`config.mk`:
```
export PLATFORM = sky130hd
export DESIGN_NAME = cpu_ctrl
export DESIGN_NICKNAME = d
export VERILOG_FILES = /design/src/rtl/cpu_ctrl.sv
export SDC_FILE = /design/constraint.sdc
export NUM_CORES = 1
export LEC_CHECK = 0
export ABC_AREA = 1
export BUFFER_PORTS_ARGS = -buffer_cell sky130_fd_sc_hd__buf_2
export CORE_MARGIN = 2
export CORE_UTILIZATION = 59
export DETAILED_ROUTE_END_ITERATION = 12
export PLACE_DENSITY = 0.91
export SLEW_MARGIN = 10
export SYNTH_ARGS = -nofsm -noshare
export SYNTH_HDL_FRONTEND = slang
export SYNTH_SLANG_ARGS = --single-unit
```
`constraint.sdc`:
```
create_clock -name clk -period 3.7 [get_ports clk]
set_input_delay 0.37 -clock clk [delete_from_list [all_inputs] [get_ports clk]]
set_output_delay 0.37 -clock clk [all_outputs]
set_load 0.01 [all_outputs]
```
`src/rtl/cpu_ctrl.sv`:
```
// cpu_ctrl: multi-cycle CPU control FSM.
// Sequences fetch, decode, execute, memory and write-back. It counts retired
// instructions, and it traps on an illegal instruction class or a memory timeout.
//
// Ports:
//   clk        system clock, rising edge
//   rst        asynchronous active-low reset
//   inst_type  decoder class (I=0 U=1 S=2 J=3 R=4 B=5; 6/7 illegal)
//   is_load    current I-type instruction is a load
//   rd         destination register index
//   ifu_ack    fetch complete this cycle
//   lsu_ack    memory access complete this cycle
//   ifu_req    fetch request (FETCH)
//   ir_we      instruction-register load (FETCH with ifu_ack)
//   lsu_req    memory request (MEM)
//   lsu_we     memory write, stores only (MEM)
//   rf_we      register-file write (WB, rd != 0)
//   pc_en      PC update / retire strobe
//   state      current FSM state
//   illegal    sticky trap flag (TRAP)
//   inst_cnt   retired instruction count
module cpu_ctrl #(
  parameter int unsigned MEM_TIMEOUT = 15
) (
  input  logic        clk,
  input  logic        rst,
  input  logic [2:0]  inst_type,
  input  logic        is_load,
  input  logic [4:0]  rd,
  input  logic        ifu_ack,
  input  logic        lsu_ack,
  output logic        ifu_req,
  output logic        ir_we,
  output logic        lsu_req,
  output logic        lsu_we,
  output logic        rf_we,
  output logic        pc_en,
  output logic [2:0]  state,
  output logic        illegal,
  output logic [31:0] inst_cnt
);

  localparam int unsigned ST_W  = 3;
  localparam int unsigned TMO_W = 8;
  localparam int unsigned CNT_W = 32;

  localparam logic [2:0] S_IDLE   = 3'd0;
  localparam logic [2:0] S_FETCH  = 3'd1;
  localparam logic [2:0] S_DECODE = 3'd2;
  localparam logic [2:0] S_EXEC   = 3'd3;
  localparam logic [2:0] S_MEM    = 3'd4;
  localparam logic [2:0] S_WB     = 3'd5;
  localparam logic [2:0] S_TRAP   = 3'd7;

  localparam logic [2:0] T_I = 3'd0;
  localparam logic [2:0] T_S = 3'd2;
  localparam logic [2:0] T_B = 3'd5;

  // Last no-ack MEM cycle count value before the timeout fires.
  localparam logic [TMO_W-1:0] TMO_LAST = TMO_W'(MEM_TIMEOUT - 1);

  logic [ST_W-1:0]  state_q, state_d;
  logic [TMO_W-1:0] tmo_cnt, tmo_d;
  logic             mem_store, store_d;

  // State, timeout counter, captured access kind and retire counter.
  always_ff @(posedge clk or negedge rst) begin
    if (!rst) begin
      state_q   <= S_IDLE;
      tmo_cnt   <= '0;
      mem_store <= 1'b0;
      inst_cnt  <= '0;
    end else begin
      state_q   <= state_d;
      tmo_cnt   <= tmo_d;
      mem_store <= store_d;
      if (pc_en) inst_cnt <= inst_cnt + CNT_W'(1);
    end
  end

  // Next-state logic plus the two ack-dependent strobes (ir_we, pc_en).
  always_comb begin
    state_d = state_q;
    tmo_d   = tmo_cnt;
    store_d = mem_store;
    ir_we   = 1'b0;
    pc_en   = 1'b0;
    case (state_q)
      S_IDLE: state_d = S_FETCH;
      S_FETCH: begin
        if (ifu_ack) begin
          ir_we   = 1'b1;
          state_d = S_DECODE;
        end
      end
      S_DECODE: begin
        if (inst_type > 3'd5) state_d = S_TRAP;
        else                  state_d = S_EXEC;
      end
      S_EXEC: begin
        // The access kind is captured here so MEM ignores later input changes.
        if (inst_type == T_S || (inst_type == T_I && is_load)) begin
          state_d = S_MEM;
          tmo_d   = '0;
          store_d = (inst_type == T_S);
        end else if (inst_type == T_B) begin
          pc_en   = 1'b1;
          state_d = S_FETCH;
        end else begin
          state_d = S_WB;
        end
      end
      S_MEM: begin
        // lsu_ack wins over a timeout firing in the same cycle.
        if (lsu_ack) begin
          if (mem_store) begin
            pc_en   = 1'b1;
            state_d = S_FETCH;
          end else begin
            state_d = S_WB;
          end
        end else begin
          tmo_d = tmo_cnt + TMO_W'(1);
          if (tmo_cnt == TMO_LAST) state_d = S_TRAP;
        end
      end
      S_WB: begin
        pc_en   = 1'b1;
        state_d = S_FETCH;
      end
      S_TRAP: state_d = S_TRAP;
      default: state_d = S_TRAP;
    endcase
  end

  // Moore outputs decoded from the state register.
  assign state   = state_q;
  assign ifu_req = (state_q == S_FETCH);
  assign lsu_req = (state_q == S_MEM);
  assign lsu_we  = (state_q == S_MEM) && mem_store;
  assign rf_we   = (state_q == S_WB) && (rd != 5'd0);
  assign illegal = (state_q == S_TRAP);

endmodule

```
==> impl_metrics.ini, run 1 <==
[worst_setup_path]
r2r_start = state[1]$_DFFE_PN0P_
arrival_ns = 1.89
crit_fanout = 33
r2r_slack_ns = 1.75
path_class = flop to output pin
cp-start-kind = flop
cp.required_ns = 3.33
rr_endpoint = inst_cnt[7]$_DFFE_PN0P_
worst_setup_path_end_kind = output pin
reg2reg_depth = 8

[drt]
drt_iter0_drc = 139
wl_met2_um = 2740
via_per_inst = 5.31
wl_met3_um = 327
drc = 0
wl_met1_um = 2850
vias = 2536
drt-total-wl_um = 5990
drtAntennaViolNets = 0
dr.pass1.iters = 4
drt-wirelength-per-cell_um = 12.5
route.top_layer_used = met4

[logic_synthesis]
synthesis.nets = 385
synth.distinct_cells = 33
synth_async_sr_flop_share = 1.00
yosys_warnings = 0
synth_edf_count = 0
synth_area_mm2 = 0.00270
ys.flop_type = dfrtp_1
ys_ff_latch = 44
syn_avg_cell_area_um2 = 7.33
netlist_instances = 369
yosysSeqAreaShare = 0.407

[power_and_ir_drop]
swShare = 0.393
comb_power_share = 0.329
clock_power_share = 0.231
switchingPower_w = 0.000557
p_leak_nw = 1.45
power.density_mw_per_mm2 = 457
internal_power_w = 0.000861
p_seq_frac = 0.440
vdd_drop_max_mv = 0.393

[place]
gp_routability_congestion = 0.898
portBuffers = 54
hpwl_um = 4480

[floorplan]
core-area_mm2 = 0.00438
rows = 24
dieArea_mm2 = 0.00514
io_pins = 55
initial_core_util = 0.617
die_h_um = 71.7
die_x_um = 71.7

[layout]
diodes = 0
area_growth_pct = 14.7
nNetsFinal = 442
post_route_cells_drive_above_1_share = 0.209
nFillCells = 350
final_util = 0.707

[cts]
tritoncts = yes
clk_pin_slew_worst_paths_ns = 0.08
cts_sinks = 44
clock_path_buffers = 2
root_buffer = clkbuf_8
cts_resized = 0
cts_setup_buffers = 0
cts_buffers = 5
postCtsHoldBufs = 0
cts.htree.levels = 2
clock_latency_ns = 0.30

[sta]
rsz0062_at_grt = no
drv_slew = 0
max_freq_ghz = 0.443
worstMarginPinSlew_ns = 0.976
finClkSkew_ns = 0.00624
fin_tns_setup_ns = 0
fin_crit_sh = 0.611
setup_viol = 0
slew_headroom = 0.349
period_minus_slack_ns = 2.26
hold_viol_final = 0

[run]
cap_violations = 0

[worst_hold_path]
hp-class = primary input to async pin

[grt]
antenna_found_initial = 0
grt_max_degree = 45
grt_usage = 0.250
grt_pass1_vias = 2254
overflow = 0
grt_pass1_wl_um = 10200

[run_status]
run_status = complete, no violations
==> routing by layer <==
metal  vias to the layer above  GRT usage
met5                         -          0
met4                         0     0.0692
li1                       1286          -
met3                         7     0.0464
met1                      1173      0.348
met2                        70      0.403
==> placed cells by master, fill, tap and decap left out, types with 3 or more instances in the layout <==
cell type / instances
nand3_1: 18
nand4_1: 11
xnor2_1: 10
clkbuf_8: 7
buf_2: 54
xor2_1: 8
o21ai_0: 8
nor3_1: 10
nor2_1: 49
nand2_1: 132
nor2_2: 5
inv_1: 30
inv_2: 4
ha_1: 3
o21ai_2: 5
nand3b_1: 7
dfrtp_1: 44
nor2_4: 4
nand2_2: 3
==> Yosys cell counts (all sizes together) (2+ instances only) <==
master / n / area [um2]
nand3b: 8 / 63.8
nand2: 136 / 526
nor2: 59 / 280
xor2: 8 / 70.1
o21ai: 14 / 88.8
nand3: 19 / 100
nor3: 10 / 50.1
xnor2: 10 / 87.6
buf: 4 / 35.0
nand4: 11 / 68.8
ha: 3 / 37.5
a21oi: 2 / 10.0
dfrtp: 44 / 1100
inv: 34 / 128
==> critical path, cell delays in order, from the launching register on <==
cell and delay, ns:
dfrtp_1 0.45, inv_2 0.14, nand2_4 0.08, inv_2 0.07, o21ai_0 0.10, nand2_2 0.49, buf_2 0.24
==> kinds of logic (layout without fill, tap and decap cells) <==
group	Yosys count	after routing	share of synthesized area
simple gates	245	245	0.407
flops	44	44	0.407
xor+xnor	18	18	0.0583
fa+ha+maj	3	3	0.0139
compound gates	21	21	0.0532
buf+inv	38	95	0.0602
==> state kept, by name (all words and copies together) (netlist names) <==
| register | count |
|---|---|
| inst_cnt | 32 |
| tmo_cnt | 8 |
| state | 3 |
| mem_store | 1 |
==> metrics by stage <==
step	setup slack [ns]	hold WS, ns	instance area [um2]	total power (W)	cells
after floorplan	2.19	0.0744	2700	0.000960	369
after global placement	1.85	0.467	3000	0.00108	471
after detailed placement	1.78	0.488	3000	0.00110	471
after CTS	1.44	0.269	3100	0.00143	478
after global routing	1.29	0.307	3100	0.00151	478
final	1.44	0.230	3100	0.00142	478
==> worst max path at each step <==
stage,startpoint,end,slack (ns),cells after the start
floorplan,state[2]$_DFFE_PN0P_,ir_we,2.19,5
global placement,state[1]$_DFFE_PN0P_,pc_en,1.85,6
detailed placement,state[1]$_DFFE_PN0P_,inst_cnt[7]$_DFFE_PN0P_,1.78,8
CTS,state[1]$_DFFE_PN0P_,pc_en,1.44,6
global route,state[2]$_DFFE_PN0P_,pc_en,1.29,6
finish,state[1]$_DFFE_PN0P_,pc_en,1.44,6
==> power by group through the flow <==
stage	clock, W	combinational (W)	sequential [W]
floorplan	0	0.000318	0.000642
global placement	0	0.000450	0.000627
detailed placement	0	0.000466	0.000632
CTS	0.000333	0.000471	0.000622
global route	0.000348	0.000525	0.000635
finish	0.000328	0.000467	0.000623
==> layout make-up <==
| class | instances | area, um2 | share of cell area |
|---|---|---|---|
| Clock buffer | 7 | 96.3 | 0.0311 |
| Inverter | 34 | 128 | 0.0412 |
| Multi-Input combinational cell | 287 | 1440 | 0.464 |
| Sequential cell | 44 | 1100 | 0.355 |
| Tap cell | 52 | 65.1 | 0.0210 |
| Timing Repair Buffer | 54 | 270 | 0.0872 |
No activity file was read; power rests on OpenSTA's default activity.
==> inputs of run 2 (changes only) <==
Settings changed: CORE_UTILIZATION 59 to 55, PLACE_DENSITY 0.91 to 0.86.
Clock period 3.7 ns to 2.2 ns, I/O delays scaled along.
==> impl_metrics.ini, run 2 (same netlist as run 1, synthesis figures left out) <==
[run_status]
run_status = complete, no violations

[grt]
grt_pass1_vias = 2325
grt_max_degree = 34
antenna_found_initial = 0
overflow = 0
grt_usage = 0.240
grt_pass1_wl_um = 10200

[worst_hold_path]
hold_depth = 2
hp-class = primary input to flop

[worst_setup_path]
critPathLaunch = state[2]$_DFFE_PN0P_
crit_chain = inv_1 -> nand2_1 -> nor2_1 -> nand2_1 -> nand2_4 -> buf_2
crit_end = pc_en
cp.depth = 6
cp.required_ns = 1.98
crit_fanout = 33
slowest_delay_ns = 0.49
r2r_slack_ns = 0.41
rr_endpoint = inst_cnt[7]$_DFFE_PN0P_
critical_path.top_delay_family = simple AND/OR/NAND/NOR gates
cp_common_cell = nand2_1
r2r_start = state[2]$_DFFE_PN0P_
cp-start-kind = flop
worst-path-buf-inv = 2
path_class = flop to output pin
worst_setup_path_end_kind = output pin
crit_path_top_delay_cell = dfrtp_1
reg2reg_depth = 8
arrival_ns = 1.69

[cts]
cts_sinks = 44
cts.htree.levels = 2
cts_setup_buffers = 0
clk_pin_slew_worst_paths_ns = 0.09
root_buffer = clkbuf_8
clock_latency_ns = 0.30
tritoncts = yes
clock_path_buffers = 2
cts_buffers = 5

[sta]
max_freq_ghz = 0.522
fin_ws_ns = 0.286
drv_slew = 0
finClkSkew_ns = 0.00724
slew_headroom = 0.761
fin_tns_setup_ns = 0
period_minus_slack_ns = 1.91
worstMarginPinSlew_ns = 0.359
rsz0062_at_grt = no
fin_crit_sh = 0.870
setup_viol = 0
hold_viol_final = 0

[layout]
nNetsFinal = 445
largest_reg_flops = 32
post_route_cells_drive_above_1_share = 0.214
layout_common_cells = nand2_1 (132), buf_2 (54), nor2_1 (49)
area_growth_pct = 17.0
final_common_cell = nand2_1
diodes = 0
regMostFlops = inst_cnt
stdcell_count = 497

[power_and_ir_drop]
clock_power_share = 0.252
swShare = 0.385
internal_power_w = 0.00151
p_leak_nw = 1.47
power.density_mw_per_mm2 = 775
switchingPower_w = 0.000944
vdd_drop_max_mv = 0.616
p_seq_frac = 0.430
comb_power_share = 0.319

[floorplan]
die_h_um = 74.1
io_pins = 55
initial_core_util = 0.572
dieArea_mm2 = 0.00549
core-area_mm2 = 0.00472
rows = 25
die_x_um = 74.1

[drt]
wl_met1_um = 2910
drt-wirelength-per-cell_um = 12.5
drtAntennaViolNets = 0
via_per_inst = 5.22
vias = 2593
route.top_layer_used = met4
drt_iter0_drc = 129
drc = 0
drt-total-wl_um = 6210
dr.pass1.iters = 4
wl_met2_um = 2720
wl_met3_um = 461

[place]
post-place-ws_ns = 0.284
portBuffers = 54
gp_routability_congestion = 0.873
dpl.cell_count = 488
hpwl_um = 4720

[run]
cap_violations = 0
-- run 2: cell types whose count changed in the layout (fill, tap and decap cells not counted) --
cell | previous run | this run
nand2_2 | 3 | 2
bufinv_16 | 0 | 1
clkinvlp_4 | 0 | 1
dlygate4sd3_1 | 0 | 1
clkbuf_8 | 7 | 5
buf_4 | 0 | 2
nand2_4 | 1 | 2
clkinv_2 | 0 | 1
-- run 2: through the flow --
stage / total power [W] / hold slack (ns) / cell area [um2] / utilization
CTS: 0.00246 / 0.143 / 3160 / 0.669
global placement: 0.00182 / 0.117 / 3040 / 0.643
detailed placement: 0.00185 / 0.116 / 3040 / 0.643
global route: 0.00261 / 0.147 / 3160 / 0.670
floorplan: 0.00162 / -0.0756 / 2700 / -
finish: 0.00245 / 0.151 / 3160 / 0.670
-- run 2: cell type report --
class | count | area (um2)
Clock inverter | 3 | 42.5
Clock buffer | 5 | 68.8
Timing Repair Buffer | 57 | 295
Tap cell | 67 | 83.8
Sequential cell | 44 | 1100
Fill cell | 408 | 1560
Multi-Input combinational cell | 287 | 1450
Inverter | 34 | 128
-- run 2: repair_timing --
item                                   in CTS  in global routing
setup endpoints to repair                   0                  1
endpoints found under the hold margin      10                  0
hold buffers                                1                  0
gates resized for setup                     0                  1
-- run 2: per-layer routing --
metal / global-route usage / vias up
met3: 0.0542 / 10
met5: 0 / -
li1: - / 1293
met1: 0.334 / 1195
met4: 0.0909 / 0
met2: 0.367 / 95
-- run 2: power groups by stage --
| stage | Clock, W | Sequential (W) | Combinational [W] |
|---|---|---|---|
| 2_1_floorplan | 0 | 0.00108 | 0.000536 |
| 3_3_place_gp | 0 | 0.00106 | 0.000761 |
| 3_5_place_dp | 0 | 0.00107 | 0.000778 |
| 4_1_cts | 0.000627 | 0.00105 | 0.000783 |
| 5_1_grt | 0.000665 | 0.00107 | 0.000876 |
| 6_report | 0.000617 | 0.00105 | 0.000781 |
-- run 2: worst min path at each step --
| stage | from | end | slack (ns) |
|---|---|---|---|
| floorplan | rst | inst_cnt[0]$_DFFE_PN0P_ | -0.08 |
| global placement | rst | tmo_cnt[5]$_DFFE_PN0P_ | 0.12 |
| detailed placement | rst | inst_cnt[4]$_DFFE_PN0P_ | 0.12 |
| CTS | ifu_ack | state[0]$_DFFE_PN0P_ | 0.14 |
| global route | ifu_ack | state[0]$_DFFE_PN0P_ | 0.15 |
| finish | ifu_ack | state[0]$_DFFE_PN0P_ | 0.15 |
-- run 2: worst reg2reg max path, stage by stage (launching register included) --
cell and delay [ns]:
dfrtp_1 0.49, inv_1 0.09, nand2_1 0.06, nor2_1 0.13, nand2_1 0.11, nand2_4 0.30
nand2_1 0.18, o21ai_0 0.24, nand2_1 0.07
